### config.mk
export PLATFORM = sky130hd
export DESIGN_NAME = ext_code_sequencer
export DESIGN_NICKNAME = d
export VERILOG_FILES = /design/src/rtl/ext_code_sequencer.sv
export SDC_FILE = /design/constraint.sdc
export NUM_CORES = 1
export LEC_CHECK = 0
export ABC_AREA = 1
export CAP_MARGIN = 5
export CORE_ASPECT_RATIO = 1.4
export CORE_MARGIN = 3
export CORE_UTILIZATION = 60
export CTS_CLUSTER_DIAMETER = 150
export CTS_CLUSTER_SIZE = 25
export DETAILED_ROUTE_END_ITERATION = 10
export PLACE_DENSITY = 0.81
export SLEW_MARGIN = 20
export SYNTH_ARGS = -nofsm -noshare
export SYNTH_HDL_FRONTEND = slang
export SYNTH_SLANG_ARGS = --single-unit
### constraint.sdc
create_clock -name iClk -period 6.6 [get_ports iClk]
set_clock_uncertainty 0.1 [all_clocks]
set_input_delay 0.66 -clock iClk [delete_from_list [all_inputs] [get_ports iClk]]
set_output_delay 0.66 -clock iClk [all_outputs]
set_load 0.03 [all_outputs]
### src/rtl/ext_code_sequencer.sv
// Code page sequencer: stores DEPTH host-written pages and plays them out,
// highest index first, one page per synchronized external trigger.
module ext_code_sequencer #(
  parameter int CODE_W = 32,
  parameter int DEPTH  = 8,
  parameter int IDX_W  = 3,
  parameter int HOLD_W = 16
) (
  input  logic              iClk,
  input  logic              iRst,
  input  logic              iSET_CODE_FLAG,
  input  logic [CODE_W-1:0] iSET_CODE,
  input  logic              iSET_INDEX_FLAG,
  input  logic [IDX_W-1:0]  iSET_INDEX,
  input  logic              iSET_HOLD_FLAG,
  input  logic [HOLD_W-1:0] iSET_HOLD,
  input  logic              iLOOP,
  input  logic              iARM,
  input  logic              iABORT,
  input  logic              iCLR_ERR,
  input  logic              iTrigger,
  output logic [CODE_W-1:0] oCode,
  output logic [IDX_W-1:0]  oIndex,
  output logic              oBusy,
  output logic              oDone,
  output logic              oErrWrite,
  output logic              oErrMissed
);

  typedef enum logic [1:0] {S_IDLE, S_ARMED, S_OUTPUT, S_DONE} state_t;

  state_t            r_state, w_state_next;
  logic [CODE_W-1:0] r_mem [DEPTH];
  logic [CODE_W-1:0] r_code, w_code_next;
  logic [IDX_W-1:0]  r_index, w_index_next, r_start;
  logic [HOLD_W-1:0] r_hold, r_cnt, w_cnt_next;
  logic              r_sync0, r_sync1, r_sync2, r_trig_p;
  logic              r_err_write, r_err_missed;
  logic              w_host_ok, w_wr_en, w_any_wr;
  logic              w_set_err_write, w_set_err_missed;

  assign w_host_ok        = (r_state == S_IDLE) || (r_state == S_DONE);
  assign w_wr_en          = w_host_ok && !iABORT;
  assign w_any_wr         = iSET_CODE_FLAG || iSET_INDEX_FLAG || iSET_HOLD_FLAG;
  assign w_set_err_write  = w_any_wr && !w_host_ok;
  assign w_set_err_missed = r_trig_p && (r_state == S_OUTPUT);

  // Two-flop synchronizer plus a registered edge detector: trig_p lands on edge 3.
  always_ff @(posedge iClk or negedge iRst) begin
    if (!iRst) begin
      r_sync0  <= 1'b0;
      r_sync1  <= 1'b0;
      r_sync2  <= 1'b0;
      r_trig_p <= 1'b0;
    end else begin
      r_sync0  <= iTrigger;
      r_sync1  <= r_sync0;
      r_sync2  <= r_sync1;
      r_trig_p <= r_sync1 && !r_sync2;
    end
  end

  // Page storage is deliberately left out of reset.
  always_ff @(posedge iClk) begin
    if (w_wr_en && iSET_CODE_FLAG) begin
      r_mem[iSET_INDEX] <= iSET_CODE;
    end
  end

  always_ff @(posedge iClk or negedge iRst) begin
    if (!iRst) begin
      r_start <= '0;
      r_hold  <= HOLD_W'(1);
    end else if (w_wr_en) begin
      if (iSET_INDEX_FLAG) r_start <= iSET_INDEX;
      if (iSET_HOLD_FLAG)  r_hold  <= (iSET_HOLD == '0) ? HOLD_W'(1) : iSET_HOLD;
    end
  end

  always_ff @(posedge iClk or negedge iRst) begin
    if (!iRst) begin
      r_err_write  <= 1'b0;
      r_err_missed <= 1'b0;
    end else begin
      if (w_set_err_write)       r_err_write  <= 1'b1;
      else if (iCLR_ERR)         r_err_write  <= 1'b0;
      if (w_set_err_missed)      r_err_missed <= 1'b1;
      else if (iCLR_ERR)         r_err_missed <= 1'b0;
    end
  end

  always_ff @(posedge iClk or negedge iRst) begin
    if (!iRst) begin
      r_state <= S_IDLE;
      r_index <= '0;
      r_cnt   <= '0;
      r_code  <= '0;
    end else begin
      r_state <= w_state_next;
      r_index <= w_index_next;
      r_cnt   <= w_cnt_next;
      r_code  <= w_code_next;
    end
  end

  always_comb begin
    w_state_next = r_state;
    w_index_next = r_index;
    w_cnt_next   = r_cnt;
    w_code_next  = '0;
    case (r_state)
      S_IDLE, S_DONE: begin
        if (iARM) begin
          w_state_next = S_ARMED;
          w_index_next = r_start;
        end
      end
      S_ARMED: begin
        if (r_trig_p) begin
          w_state_next = S_OUTPUT;
          w_code_next  = r_mem[r_index];
          w_cnt_next   = r_hold - HOLD_W'(1);
        end
      end
      S_OUTPUT: begin
        // The page stays up while cnt counts down; it drops on the cnt==0 edge.
        if (r_cnt != '0) begin
          w_cnt_next  = r_cnt - HOLD_W'(1);
          w_code_next = r_code;
        end else if (r_index != '0) begin
          w_index_next = r_index - IDX_W'(1);
          w_state_next = S_ARMED;
        end else if (iLOOP) begin
          w_index_next = r_start;
          w_state_next = S_ARMED;
        end else begin
          w_state_next = S_DONE;
        end
      end
      default: w_state_next = S_IDLE;
    endcase
    if (w_wr_en && iSET_INDEX_FLAG) begin
      w_index_next = iSET_INDEX;
    end
    if (iABORT) begin
      w_state_next = S_IDLE;
      w_code_next  = '0;
      w_index_next = r_start;
    end
  end

  assign oCode      = r_code;
  assign oIndex     = r_index;
  assign oBusy      = (r_state == S_ARMED) || (r_state == S_OUTPUT);
  assign oDone      = (r_state == S_DONE);
  assign oErrWrite  = r_err_write;
  assign oErrMissed = r_err_missed;

endmodule

==> results.sh <==
export IMPL_status="finished clean"
export IMPL_synth_mux_area_fraction_pct=0.3193
export IMPL_io_pins=100
export IMPL_clk_transition_reported_paths_ns=0.10
export IMPL_p_int_mw=3.567
export IMPL_drc=0
export IMPL_worstSetupEndpointType="flop"
export IMPL_ir_worst_vdd_uv=198.7
export IMPL_ctsResizeCount=0
export IMPL_initial_utilization_pct=61.73
export IMPL_clock_latency_ns=0.50
export IMPL_sw_frac_of_total_pct=36.82
export IMPL_cts_sink_count=334
export IMPL_number_of_antenna_violations_at_the_first_check_in_global_routing=0
export IMPL_share_seq_of_total_power_pct=45.8
export IMPL_root_buffer="sky130_fd_sc_hd__clkbuf_16"
export IMPL_number_of_nets_in_the_finished_design=1429
export IMPL_max_slew_margin_pct=26.52
export IMPL_io_buffers=99
export IMPL_grt_start_max_net_pins=99
export IMPL_fin_setup_tns_ns=0
export IMPL_worst_endpoint_required_ns=6.91
export IMPL_leakage_nw=5.983
export IMPL_report_final_setup_viol=0
export IMPL_n_fill_cell=1617
export IMPL_drt_total_wl_um=29650
export IMPL_synth_fp_nets=1367
export IMPL_postSynthAreaPerCell_um2=10.86
export IMPL_r2r_cells=8
export IMPL_dp_hpwl_um=17580
export IMPL_die_w_um=135.6
export IMPL_fin_crit_sh_pct=49.24
export IMPL_syn_cell_area_um2=14110
export IMPL_post_cts_setup_buffer_count=0
export IMPL_synth_top_family_by_area="simple AND/OR/NAND/NOR gates"
export IMPL_period_minus_slack_ns=3.250
export IMPL_area_of_the_multi_input_gates_um2=3855
export IMPL_synth_async_reset_ratio_pct=23.35
export IMPL_post_synth_num_cell_types=47
export IMPL_cts_made_buffers=17
export IMPL_seq_area_um2=9644
export IMPL_timing_setup_critical_path_class="reg -> reg"
export IMPL_gp_congestion=0.8895
export IMPL_drt_vias_per_instance=5.605
export IMPL_drt_first_iter_violations=660
export IMPL_maxClockFrequency_mhz=307.7
export IMPL_first_global_vias=9378
export IMPL_die_h_um=187.4
export IMPL_postSynthCellCount=1299
export IMPL_max_cap_violations=0
export IMPL_synth_yosys_warnings=0
export IMPL_cp_max_fo=83
export IMPL_cts_tree="built"
export IMPL_total_switching_power_mw=2.079
export IMPL_core_region_area_um2=22850
export IMPL_groute_usage_overall_pct=23.15
export IMPL_worst_ep_arrival_time_ns=3.56
export IMPL_cts_htree_levels=1
export IMPL_combinationalPowerShare_pct=34.4
export IMPL_first_pass_iters=5
export IMPL_synth_xor_area_share_pct=0.2483
export IMPL_timing_final_max_slew_violations=0
export IMPL_hold_buffers=0
export IMPL_timing_critical_path_from="oIndex[0]"
export IMPL_synth_seq_area_share_pct=68.34
export IMPL_ant_nets=0
export IMPL_cts_root_to_sink_buffers=3
export IMPL_synth_compound_area_share_pct=10.01
export IMPL_num_antenna_cells=0
export IMPL_drt_wirelength_per_cell_um=17.73
export IMPL_drive_gt1_share_pct=6.273
export IMPL_unrepaired_setup_endpoints_after_global_routing="no"
export IMPL_synthToLayoutAreaGrowth_pct=11.71
export IMPL_grt_overflow_total=0
export IMPL_number_of_enable_flip_flop_cells_after_synthesis=256
export IMPL_tightestPinTransition_ns=1.100
export IMPL_postLayoutCoreUtil_pct=68.96
export IMPL_timing_rr_start="oIndex[0]"
export IMPL_dr_total_vias=9371
export IMPL_pwr_share_clk_pct=19.8
export IMPL_netlist_top_cell_by_area="sky130_fd_sc_hd__edfxtp_1"
export IMPL_pwr_density_cell_nw_per_um2=358.3
export IMPL_die_area_um2=25410
export IMPL_area_share_of_fa_ha_maj_cells_after_synthesis_pct=0.6208
export IMPL_worstHoldPathType="in -> async"
export IMPL_row_count=65
export IMPL_postSynth_topFlopCell="sky130_fd_sc_hd__edfxtp_1"
export IMPL_number_of_synthesized_register_bits=334
export IMPL_worstSetupStartpointType="flop"
export IMPL_post_synth_and_or_nand_nor_area_fraction_pct=15.64
export IMPL_synth_top_area_share_pct=54.49
export IMPL_grt_first_pass_wirelength_um=46900
export IMPL_hold_viol=0
export IMPL_ys_top_cells_by_area="sky130_fd_sc_hd__edfxtp_1 54%, sky130_fd_sc_hd__dfrtp_1 14%, sky130_fd_sc_hd__nand2_1 7.4%, sky130_fd_sc_hd__o21ai_0 6.6%, sky130_fd_sc_hd__nor2_1 5.2%"
power groups by stage:
stage,registers [mW],logic (mW),clock network (mW)
CTS,2.58,1.95,1.13
finish,2.59,1.94,1.12
global placement,2.62,1.88,0
floorplan,2.61,1.46,0
global route,2.61,2.20,1.20
detailed placement,2.63,1.93,0
routing by layer:
metal	up-vias	wire length, um	global-route usage (%)
met5	-	0	0
met4	0	622	6.711
met3	42	1682	2.476
met1	4526	11720	29.51
met2	292	15620	41.78
li1	4511	-	-
cell usage in the layout, fill, tap and decap left out, drive strengths merged:
master,instances
buf,9
dfstp,1
dfrtp,77
nor3,2
clkdlybuf4s50,98
o21ai,224
nand3b,1
nand4,3
a21oi,4
nand2,294
o21a,1
o22ai,35
and2,1
mux2,4
xor2,2
a22oi,1
nor4,2
clkinv,1
xnor2,2
edfxtp,256
o211ai,1
nor2,208
or2,2
nand3,22
inv,85
ha,7
clkbuf,28
cell type report:
cell class,instances,share of cell area [%]
Inverter,85,2.080
Clock inverter,1,0.1032
Tap cell,301,2.390
Sequential cell,334,61.20
Multi-Input combinational cell,816,24.46
Clock buffer,28,2.961
Timing Repair Buffer,107,6.804
through the flow:
| stage | hold WS, ns | std cells | setup WS, ns | total power, mW | instance area (um2) |
|---|---|---|---|---|---|
| floorplan | 0.2312 | 1299 | 3.595 | 4.071 | 14110 |
| global placement | 0.2361 | 1642 | 3.382 | 4.501 | 15240 |
| detailed placement | 0.2371 | 1642 | 3.319 | 4.562 | 15240 |
| CTS | 0.2746 | 1671 | 3.339 | 5.661 | 15720 |
| global route | 0.1463 | 1672 | 3.072 | 6.012 | 15760 |
| finish | 0.09281 | 1672 | 3.350 | 5.646 | 15760 |
worst paths after layout:
check	slack (ns)	end
max in group asynchronous	5.76	oIndex[0]
min in group iClk	0.27	r_sync1
min reg2reg	0.27	r_sync1
max	3.35	oCode[2]
min	0.09	r_sync2
max reg2reg	3.35	oCode[2]
sequential cells by signal, indices dropped and copies added (netlist names):
| register | flops |
|---|---|
| oCode | 32 |
| oIndex | 3 |
| r_hold | 16 |
| r_start | 3 |
| r_trig_p | 1 |
| r_cnt | 16 |
| r_mem | 256 |
| r_sync0 | 1 |
| oErrWrite | 1 |
| r_sync1 | 1 |
| r_state | 2 |
| oErrMissed | 1 |
| r_sync2 | 1 |
cell usage after synthesis, types with 2 or more instances:
cell	number
sky130_fd_sc_hd__a21oi_1	3
sky130_fd_sc_hd__buf_1	4
sky130_fd_sc_hd__buf_2	19
sky130_fd_sc_hd__buf_4	10
sky130_fd_sc_hd__buf_6	3
sky130_fd_sc_hd__clkbuf_1	24
sky130_fd_sc_hd__clkbuf_2	2
sky130_fd_sc_hd__dfrtp_1	77
sky130_fd_sc_hd__edfxtp_1	256
sky130_fd_sc_hd__ha_1	7
sky130_fd_sc_hd__inv_1	79
sky130_fd_sc_hd__inv_2	5
sky130_fd_sc_hd__mux2_2	4
sky130_fd_sc_hd__nand2_1	277
sky130_fd_sc_hd__nand2_2	15
sky130_fd_sc_hd__nand2_4	2
sky130_fd_sc_hd__nand3_1	19
sky130_fd_sc_hd__nand3_2	2
sky130_fd_sc_hd__nand4_1	2
sky130_fd_sc_hd__nor2_1	197
sky130_fd_sc_hd__nor2_2	7
sky130_fd_sc_hd__nor2_4	3
sky130_fd_sc_hd__nor4_1	2
sky130_fd_sc_hd__o21ai_0	187
sky130_fd_sc_hd__o21ai_1	34
sky130_fd_sc_hd__o21ai_2	2
sky130_fd_sc_hd__o22ai_1	35
sky130_fd_sc_hd__xnor2_1	2
sky130_fd_sc_hd__xor2_1	2
critical path, cell delays in order, from the launching register on:
cell and delay, ns:
sky130_fd_sc_hd__dfrtp_4 0.73, sky130_fd_sc_hd__inv_2 0.65, sky130_fd_sc_hd__buf_4 0.71, sky130_fd_sc_hd__o21ai_0 0.18, sky130_fd_sc_hd__o21ai_0 0.35, sky130_fd_sc_hd__nand2_1 0.12
sky130_fd_sc_hd__nand2_1 0.09, sky130_fd_sc_hd__inv_1 0.04, sky130_fd_sc_hd__o21ai_1 0.13
cells by family after synthesis:
| group | Yosys count |
|---|---|
| AND/OR/NAND/NOR | 535 |
| adder cells (fa/ha/maj) | 7 |
| buffers and inverters | 149 |
| flip-flops | 334 |
| multiplexers | 4 |
| XOR/XNOR | 4 |
| AO/OA/AOI/OAI | 266 |
No activity file was read; power rests on OpenSTA's default activity.
